--- config.mk ---
export PLATFORM = sky130hd
export DESIGN_NAME = morse_key_timer_flat
export DESIGN_NICKNAME = d
export VERILOG_FILES = /design/src/rtl/morse_key_timer_if.sv /design/src/rtl/morse_key_timer.sv /design/src/flat_wrapper.sv
export SDC_FILE = /design/constraint.sdc
export NUM_CORES = 1
export LEC_CHECK = 0
export ABC_AREA = 1
export BUFFER_PORTS_ARGS = -buffer_cell sky130_fd_sc_hd__buf_4
export CAP_MARGIN = 20
export CORE_MARGIN = 2
export CORE_UTILIZATION = 50
export DETAILED_ROUTE_END_ITERATION = 16
export PLACE_DENSITY = 0.67
export SLEW_MARGIN = 10
export SYNTH_ARGS = -nofsm -noshare
export SYNTH_HDL_FRONTEND = slang
export SYNTH_SLANG_ARGS = --single-unit
--- constraint.sdc ---
create_clock -name clk_fast -period 2 [get_ports clk_fast]
set_input_delay 0.5 -clock clk_fast [delete_from_list [all_inputs] [get_ports clk_fast]]
set_output_delay 0.5 -clock clk_fast [all_outputs]
set_load 0.02 [all_outputs]
--- src/rtl/morse_key_timer_if.sv ---
// Bundle of the key input and the classification/strobe outputs of the
// Morse key timer. The slave modport is the timer itself; the master
// modport is whoever drives the key and consumes the strobes.
interface morse_key_timer_if #(
  parameter int MAX_SYMS = 5
);
  logic                key_in;
  logic                sym_valid;
  logic                sym_dash;
  logic                letter_valid;
  logic [MAX_SYMS-1:0] letter_code;
  logic [2:0]          letter_len;
  logic                word_gap;
  logic                busy;
  logic                err;

  modport master (
    output key_in,
    input  sym_valid, sym_dash, letter_valid, letter_code, letter_len,
    input  word_gap, busy, err
  );

  modport slave (
    input  key_in,
    output sym_valid, sym_dash, letter_valid, letter_code, letter_len,
    output word_gap, busy, err
  );
endinterface

--- src/rtl/morse_key_timer.sv ---
// Morse key timer: measures the debounced key level in dot units, classifies
// each press as dot or dash, collects symbols into a letter code and flags
// letter and word boundaries from the release length. All strobes are
// registered one-cycle pulses.
// Optional build macro MORSE_OVERFLOW_ERR_EN: when defined, err pulses with
// letter_valid for letters that had more than MAX_SYMS symbols entered;
// otherwise err is tied low and such letters are truncated silently.
module morse_key_timer #(
  parameter int TICK_DIV   = 50000,
  parameter int DASH_UNITS = 2,
  parameter int LETTER_GAP = 3,
  parameter int WORD_GAP   = 7,
  parameter int MAX_SYMS   = 5,
  parameter int CNT_W      = 8
) (
  input logic              clk_fast,
  input logic              rst,
  morse_key_timer_if.slave bus
);

  localparam int PRESC_W = (TICK_DIV > 2) ? $clog2(TICK_DIV) : 1;

  localparam logic [PRESC_W-1:0]  TICK_LAST = PRESC_W'(TICK_DIV - 1);
  localparam logic [CNT_W-1:0]    DASH_U    = CNT_W'(DASH_UNITS);
  localparam logic [CNT_W-1:0]    LETTER_U  = CNT_W'(LETTER_GAP);
  localparam logic [CNT_W-1:0]    WORD_U    = CNT_W'(WORD_GAP);
  localparam logic [2:0]          MAX_L     = 3'(MAX_SYMS);
  localparam logic [MAX_SYMS-1:0] SYM_ONE   = MAX_SYMS'(1);

  typedef enum logic [1:0] {
    IDLE      = 2'd0,
    PRESS     = 2'd1,
    GAP       = 2'd2,
    WAIT_WORD = 2'd3
  } state_t;

  state_t               state_q, state_d;
  logic                 key_q;
  logic [PRESC_W-1:0]   presc_q, presc_d;
  logic [CNT_W-1:0]     units_q, units_d;
  logic [MAX_SYMS-1:0]  acc_code_q, acc_code_d;
  logic [2:0]           acc_len_q, acc_len_d;

  logic                 sym_valid_q, sym_valid_d;
  logic                 sym_dash_q, sym_dash_d;
  logic                 letter_valid_q, letter_valid_d;
  logic [MAX_SYMS-1:0]  letter_code_q, letter_code_d;
  logic [2:0]           letter_len_q, letter_len_d;
  logic                 word_gap_q, word_gap_d;

  // Edge and tick decode. An edge resets the time base, so a tick landing
  // on an edge cycle is discarded (edge wins).
  logic             key_edge, key_rise, key_fall, tick, tick_eff, is_dash;
  logic [CNT_W-1:0] units_inc;

  assign key_edge  = bus.key_in != key_q;
  assign key_rise  = key_edge & bus.key_in;
  assign key_fall  = key_edge & ~bus.key_in;
  assign tick      = presc_q == TICK_LAST;
  assign tick_eff  = tick & ~key_edge;
  assign units_inc = (&units_q) ? units_q : units_q + 1'b1;
  assign is_dash   = units_q >= DASH_U;

`ifdef MORSE_OVERFLOW_ERR_EN
  logic ovf_q, ovf_d;
  logic err_q, err_d;
`endif

  // Next-state logic: time base, symbol accumulator and strobe generation.
  always_comb begin
    state_d        = state_q;
    presc_d        = (key_edge || tick) ? '0 : presc_q + 1'b1;
    units_d        = units_q;
    acc_code_d     = acc_code_q;
    acc_len_d      = acc_len_q;
    sym_valid_d    = 1'b0;
    sym_dash_d     = sym_dash_q;
    letter_valid_d = 1'b0;
    letter_code_d  = letter_code_q;
    letter_len_d   = letter_len_q;
    word_gap_d     = 1'b0;
`ifdef MORSE_OVERFLOW_ERR_EN
    ovf_d          = ovf_q;
    err_d          = 1'b0;
`endif

    if (key_edge) begin
      units_d = '0;
    end else if (tick) begin
      units_d = units_inc;
    end

    case (state_q)
      IDLE: begin
        if (key_rise) state_d = PRESS;
      end
      PRESS: begin
        if (key_fall) begin
          sym_valid_d = 1'b1;
          sym_dash_d  = is_dash;
          if (acc_len_q < MAX_L) begin
            acc_code_d = acc_code_q | (is_dash ? (SYM_ONE << acc_len_q) : '0);
            acc_len_d  = acc_len_q + 3'd1;
          end else begin
`ifdef MORSE_OVERFLOW_ERR_EN
            ovf_d = 1'b1;
`endif
          end
          state_d = GAP;
        end
      end
      GAP: begin
        if (key_rise) begin
          state_d = PRESS;
        end else if (tick_eff && units_inc == LETTER_U) begin
          letter_valid_d = 1'b1;
          letter_code_d  = acc_code_q;
          letter_len_d   = acc_len_q;
          acc_code_d     = '0;
          acc_len_d      = '0;
`ifdef MORSE_OVERFLOW_ERR_EN
          err_d          = ovf_q;
          ovf_d          = 1'b0;
`endif
          state_d        = WAIT_WORD;
        end
      end
      WAIT_WORD: begin
        if (key_rise) begin
          state_d = PRESS;
        end else if (tick_eff && units_inc == WORD_U) begin
          word_gap_d = 1'b1;
          state_d    = IDLE;
        end
      end
      default: state_d = IDLE;
    endcase
  end

  // State and output registers; reset discards any partial letter.
  always_ff @(posedge clk_fast or posedge rst) begin
    if (rst) begin
      state_q        <= IDLE;
      key_q          <= 1'b0;
      presc_q        <= '0;
      units_q        <= '0;
      acc_code_q     <= '0;
      acc_len_q      <= '0;
      sym_valid_q    <= 1'b0;
      sym_dash_q     <= 1'b0;
      letter_valid_q <= 1'b0;
      letter_code_q  <= '0;
      letter_len_q   <= '0;
      word_gap_q     <= 1'b0;
    end else begin
      state_q        <= state_d;
      key_q          <= bus.key_in;
      presc_q        <= presc_d;
      units_q        <= units_d;
      acc_code_q     <= acc_code_d;
      acc_len_q      <= acc_len_d;
      sym_valid_q    <= sym_valid_d;
      sym_dash_q     <= sym_dash_d;
      letter_valid_q <= letter_valid_d;
      letter_code_q  <= letter_code_d;
      letter_len_q   <= letter_len_d;
      word_gap_q     <= word_gap_d;
    end
  end

`ifdef MORSE_OVERFLOW_ERR_EN
  // Overflow flag for the letter in progress and its error strobe.
  always_ff @(posedge clk_fast or posedge rst) begin
    if (rst) begin
      ovf_q <= 1'b0;
      err_q <= 1'b0;
    end else begin
      ovf_q <= ovf_d;
      err_q <= err_d;
    end
  end
  assign bus.err = err_q;
`else
  assign bus.err = 1'b0;
`endif

  assign bus.sym_valid    = sym_valid_q;
  assign bus.sym_dash     = sym_dash_q;
  assign bus.letter_valid = letter_valid_q;
  assign bus.letter_code  = letter_code_q;
  assign bus.letter_len   = letter_len_q;
  assign bus.word_gap     = word_gap_q;
  assign bus.busy         = state_q != IDLE;

endmodule

--- src/flat_wrapper.sv ---
// flat-port wrapper written by rule: the top's interface ports become plain ports
module morse_key_timer_flat 
#(
  parameter int TICK_DIV   = 50000,
  parameter int DASH_UNITS = 2,
  parameter int LETTER_GAP = 3,
  parameter int WORD_GAP   = 7,
  parameter int MAX_SYMS   = 5,
  parameter int CNT_W      = 8
)
  (clk_fast, rst, bus_key_in, bus_sym_valid, bus_sym_dash, bus_letter_valid, bus_letter_code, bus_letter_len, bus_word_gap, bus_busy, bus_err);
  morse_key_timer_if #(.MAX_SYMS(MAX_SYMS)) bus_i ();
  input logic clk_fast;
  input logic rst;
  input wire logic [$bits(bus_i.key_in)-1:0] bus_key_in;
  output wire logic [$bits(bus_i.sym_valid)-1:0] bus_sym_valid;
  output wire logic [$bits(bus_i.sym_dash)-1:0] bus_sym_dash;
  output wire logic [$bits(bus_i.letter_valid)-1:0] bus_letter_valid;
  output wire logic [$bits(bus_i.letter_code)-1:0] bus_letter_code;
  output wire logic [$bits(bus_i.letter_len)-1:0] bus_letter_len;
  output wire logic [$bits(bus_i.word_gap)-1:0] bus_word_gap;
  output wire logic [$bits(bus_i.busy)-1:0] bus_busy;
  output wire logic [$bits(bus_i.err)-1:0] bus_err;
  assign bus_i.key_in = bus_key_in;
  assign bus_sym_valid = bus_i.sym_valid;
  assign bus_sym_dash = bus_i.sym_dash;
  assign bus_letter_valid = bus_i.letter_valid;
  assign bus_letter_code = bus_i.letter_code;
  assign bus_letter_len = bus_i.letter_len;
  assign bus_word_gap = bus_i.word_gap;
  assign bus_busy = bus_i.busy;
  assign bus_err = bus_i.err;
  morse_key_timer #(.TICK_DIV(TICK_DIV), .DASH_UNITS(DASH_UNITS), .LETTER_GAP(LETTER_GAP), .WORD_GAP(WORD_GAP), .MAX_SYMS(MAX_SYMS), .CNT_W(CNT_W)) u_core (.clk_fast(clk_fast), .rst(rst), .bus(bus_i));
endmodule
==> impl_table.tex <==
\begin{tabular}{lr}
\hline
Metric & Value \\
\hline
\multicolumn{2}{l}{\textbf{Run status}} \\
Run status & finished, final reports clean \\
\multicolumn{2}{l}{\textbf{Setup path}} \\
Number of logic stages on the critical path including buffering & 12 \\
Worst setup path category & register to register \\
CP Capture Point & u\_core.state\_q[0] \\
Worst setup SP type & register \\
Data arrival time of the worst path & 2070 ps \\
Number of cells on the worst reg-to-reg path & 12 \\
Library cell contributing the largest single delay on the critical path & sky130\_fd\_sc\_hd\_\_dfrtp\_1 \\
R2r setup slk & 140 ps \\
Critical path origin & u\_core.units\_q[1] \\
CP peak stage delay & 360 ps \\
Sum of buffers and inverters on the critical path & 0 \\
Critical path endpoint category & register \\
Critical R2R Launch & u\_core.units\_q[1] \\
Maximum fanout encountered on the critical timing path & 4 \\
Family with the most delay on the worst path & simple AND/OR/NAND/NOR gates \\
Required time of the worst setup path & 2210 ps \\
Worst r2r dst & u\_core.state\_q[0] \\
Most repeated library cell on the critical path & sky130\_fd\_sc\_hd\_\_nand2\_1 \\
List of cells traversed by the critical path & ha\_2 > nand3\_1 > nor2\_1 > nand3\_1 > o21ai\_0 > nand2\_1 > nor2\_4 > nand2\_2 > a21oi\_2 > nand2\_1 > nand2\_1 > nand2\_1 \\
\multicolumn{2}{l}{\textbf{Placed design}} \\
Placer's final routability congestion estimate & 0.880 \\
Area after DPL & 0.00283 mm2 \\
Detailed-placement wirelength estimate & 3690 um \\
Number of I/O port buffers & 15 \\
Placed Cells & 409 \\
Post-placement worst setup slack & 21.6 ps \\
\multicolumn{2}{l}{\textbf{Final layout}} \\
Area of combinational cells with multiple inputs & 0.00126 mm2 \\
Final cell count without fillers & 417 \\
Commonest cells after routing, fill and taps aside & sky130\_fd\_sc\_hd\_\_nand2\_1, sky130\_fd\_sc\_hd\_\_dfrtp\_1, sky130\_fd\_sc\_hd\_\_inv\_1, sky130\_fd\_sc\_hd\_\_nor2\_1, sky130\_fd\_sc\_hd\_\_nand3\_1 \\
Fraction of layout instances using a drive strength above 1 & 0.187 \\
Commonest non-fill, non-tap cell in the layout & sky130\_fd\_sc\_hd\_\_nand2\_1 \\
Number of filler cells placed in the layout & 450 \\
Register area & 0.00118 mm2 \\
Final layout net count & 364 \\
Area growth, synth to finish & 16.5\% \\
Diodes inserted & 0 \\
Final standard cell area without fillers & 0.00301 mm2 \\
\multicolumn{2}{l}{\textbf{Floorplan}} \\
Die boundary height & 75.9 um \\
Number of ports placed on the die boundary & 17 \\
Full die area & 0.00576 mm2 \\
Die X-Extent & 75.9 um \\
Placeable core region & 0.00504 mm2 \\
Starting density of the core & 0.512 \\
Site Rows & 26 \\
\multicolumn{2}{l}{\textbf{Pwr}} \\
Pwr per Cell Area & 827 mW/mm2 \\
Net Sw Power & 825 uW \\
Clock power share & 0.297 \\
Portion of total power attributed to sequential cells & 0.441 \\
Internal portion of total power & 1.66 mW \\
Largest voltage drop on the vdd net & 403 uV \\
Lkg Pwr & 1.51 nW \\
Gate power share & 0.263 \\
Switching share of power & 0.331 \\
\multicolumn{2}{l}{\textbf{Global route}} \\
Number of global-route vias before repair & 1861 \\
Wire length of the first global-routing pass & 8110 um \\
Congestion Overflow GR & 0 \\
GRT Overall Usage & 0.185 \\
Met2 Usage GRT & 0.290 \\
Busiest layer in global routing & met2 \\
Maximum number of pins on one net before global-route repair & 48 \\
Met1 Resource Use GR & 0.252 \\
Met3 Track Usage GR & 0.0450 \\
Number of antenna violations at the first check in global routing & 0 \\
\multicolumn{2}{l}{\textbf{Synth}} \\
Distinct cells, synth & 36 \\
Seq cells post-synth & 47 \\
Synth Warn \# & 0 \\
Synth Net Count & 338 \\
Post-Synthesis Cells & 320 \\
Fraction of the yosys area taken by sequential cells & 0.455 \\
Post-Syn Area & 0.00258 mm2 \\
Average instance area after synthesis & 8.07 um2 \\
\multicolumn{2}{l}{\textbf{Clock network}} \\
Htree depth & 2 \\
Root cell of the clock tree & sky130\_fd\_sc\_hd\_\_clkbuf\_8 \\
Post-CTS setup buffer count & 0 \\
Source-to-sink clock delay at the later pin of the worst-skew pair & 310 ps \\
CTS clk-pin slew, worst paths & 90 ps \\
Deepest clock path buffer count & 2 \\
Number of buffers inserted by hold repair at cts & 0 \\
TritonCTS buffer count & 5 \\
Sink count of the clock tree & 47 \\
TritonCTS clock tree & built \\
\multicolumn{2}{l}{\textbf{Timing}} \\
Number of hold violations in the final report & 0 \\
Slew Limit Fails & 0 \\
Crit share post-route & 0.929 \\
Clock period minus final worst setup slack & 1860 ps \\
Accumulated negative setup slack & 0 ps \\
RSZ-0062 raised after global routing & yes \\
Achievable clock frequency & 538 MHz \\
Final setup violation count & 0 \\
Final worst slack & 141 ps \\
Worst setup skew after layout & 13.3 ps \\
\multicolumn{2}{l}{\textbf{Drt}} \\
Total via count after detailed routing & 2075 \\
Total iterations of the first detailed-routing run & 4 \\
Via count normalized by instance count & 4.98 \\
WL/cell & 11.8 um \\
DRC viols & 0 \\
Antenna violation net count after detailed routing & 0 \\
DRC marker count from the first detailed-route iteration & 91 \\
Final WL & 4910 um \\
\multicolumn{2}{l}{\textbf{Run}} \\
Max-cap violation count & 0 \\
\multicolumn{2}{l}{\textbf{Min path}} \\
Type of the tightest min-delay check & primary input to asynchronous set/reset pin \\
\hline
\end{tabular}
synthesized netlist by cell type, drive strengths merged:
master	instances	share of area
a211oi	1	0.0029
a21oi	12	0.025
a221oi	1	0.0034
a31oi	3	0.0073
a41oi	1	0.0034
buf	2	0.0073
clkbuf	2	0.0029
conb	1	0.0015
dfrtp	47	0.46
ha	15	0.073
inv	48	0.070
nand2	71	0.11
nand3	24	0.048
nand3b	1	0.0029
nand4	6	0.015
nor2	43	0.067
nor3	9	0.019
nor3b	2	0.0058
nor4	1	0.0024
o211ai	1	0.0029
o21a	3	0.0087
o21ai	19	0.047
o21bai	1	0.0029
o22ai	4	0.0097
or2	1	0.0024
xnor2	1	0.0034
power by group through the flow:
stage	Combinational, mW	Clock (mW)	Sequential [mW]
final	0.654	0.738	1.10
after global routing	0.766	0.797	1.11
after CTS	0.639	0.757	1.10
after detailed placement	0.624	0	1.12
after global placement	0.614	0	1.11
after floorplan	0.459	0	1.10
what timing repair did:
item	in CTS	in global routing
gates cloned	0	0
resized for setup	1	17
endpoints found under the setup margin	3	20
pin swaps	0	1
worst reg2reg max path: cells and delay by family, from the launching register on:
kind | cells | cell delay, ps
simple gates | 9 | 900
compound gates | 2 | 300
fa+ha+maj | 1 | 210
flops | 1 | 360
cells by family (layout without fill, tap and decap cells):
| family | Yosys count | after routing | synth area share |
|---|---|---|---|
| xor+xnor | 1 | 1 | 0.00339 |
| compound gates | 46 | 46 | 0.113 |
| buf+inv | 52 | 79 | 0.0799 |
| flops | 47 | 47 | 0.455 |
| simple gates | 158 | 158 | 0.274 |
| fa+ha+maj | 15 | 15 | 0.0727 |
| other cells | 1 | 1 | 0.00145 |
registers in the layout, indices dropped and copies added, names as in the netlist:
register / count
u_core.bus.sym_dash: 1
u_core.bus.letter_valid: 1
u_core.presc_q: 16
u_core.acc_code_q: 5
u_core.acc_len_q: 3
u_core.units_q: 8
u_core.bus.letter_len: 3
u_core.bus.sym_valid: 1
u_core.bus.letter_code: 5
u_core.state_q: 2
u_core.key_q: 1
u_core.bus.word_gap: 1
area by class of cell:
| class | count | area share |
|---|---|---|
| flip-flops and latches | 47 | 0.391 |
| clock buffers | 6 | 0.0274 |
| well taps | 70 | 0.0291 |
| clock inverters | 2 | 0.0129 |
| repair buffers | 23 | 0.0615 |
| multi-input cells | 221 | 0.417 |
| inverters | 48 | 0.0607 |
through the flow:
stage / hold slack, ps / utilization / total power [mW]
6_report: 220 / 0.597 / 2.49
5_1_grt: 224 / 0.597 / 2.67
4_1_cts: 226 / 0.586 / 2.49
3_5_place_dp: 460 / 0.561 / 1.74
3_3_place_gp: 444 / 0.561 / 1.73
2_1_floorplan: 433 / - / 1.56
how the worst min path moves through the flow:
stage	end	slack, ps	cells past startpoint
floorplan	u_core.presc_q[0]	430	1
global placement	u_core.presc_q[0]	440	1
detailed placement	u_core.presc_q[0]	460	1
CTS	u_core.presc_q[7]	230	3
global route	u_core.presc_q[6]	220	3
finish	u_core.presc_q[5]	220	3
metal layers:
metal  wire, um  vias up
met5          0        -
met4         59        0
met3        157        6
met2       2320       29
met1       2370      955
li1           -     1085
(Power assumes the default switching activity.)
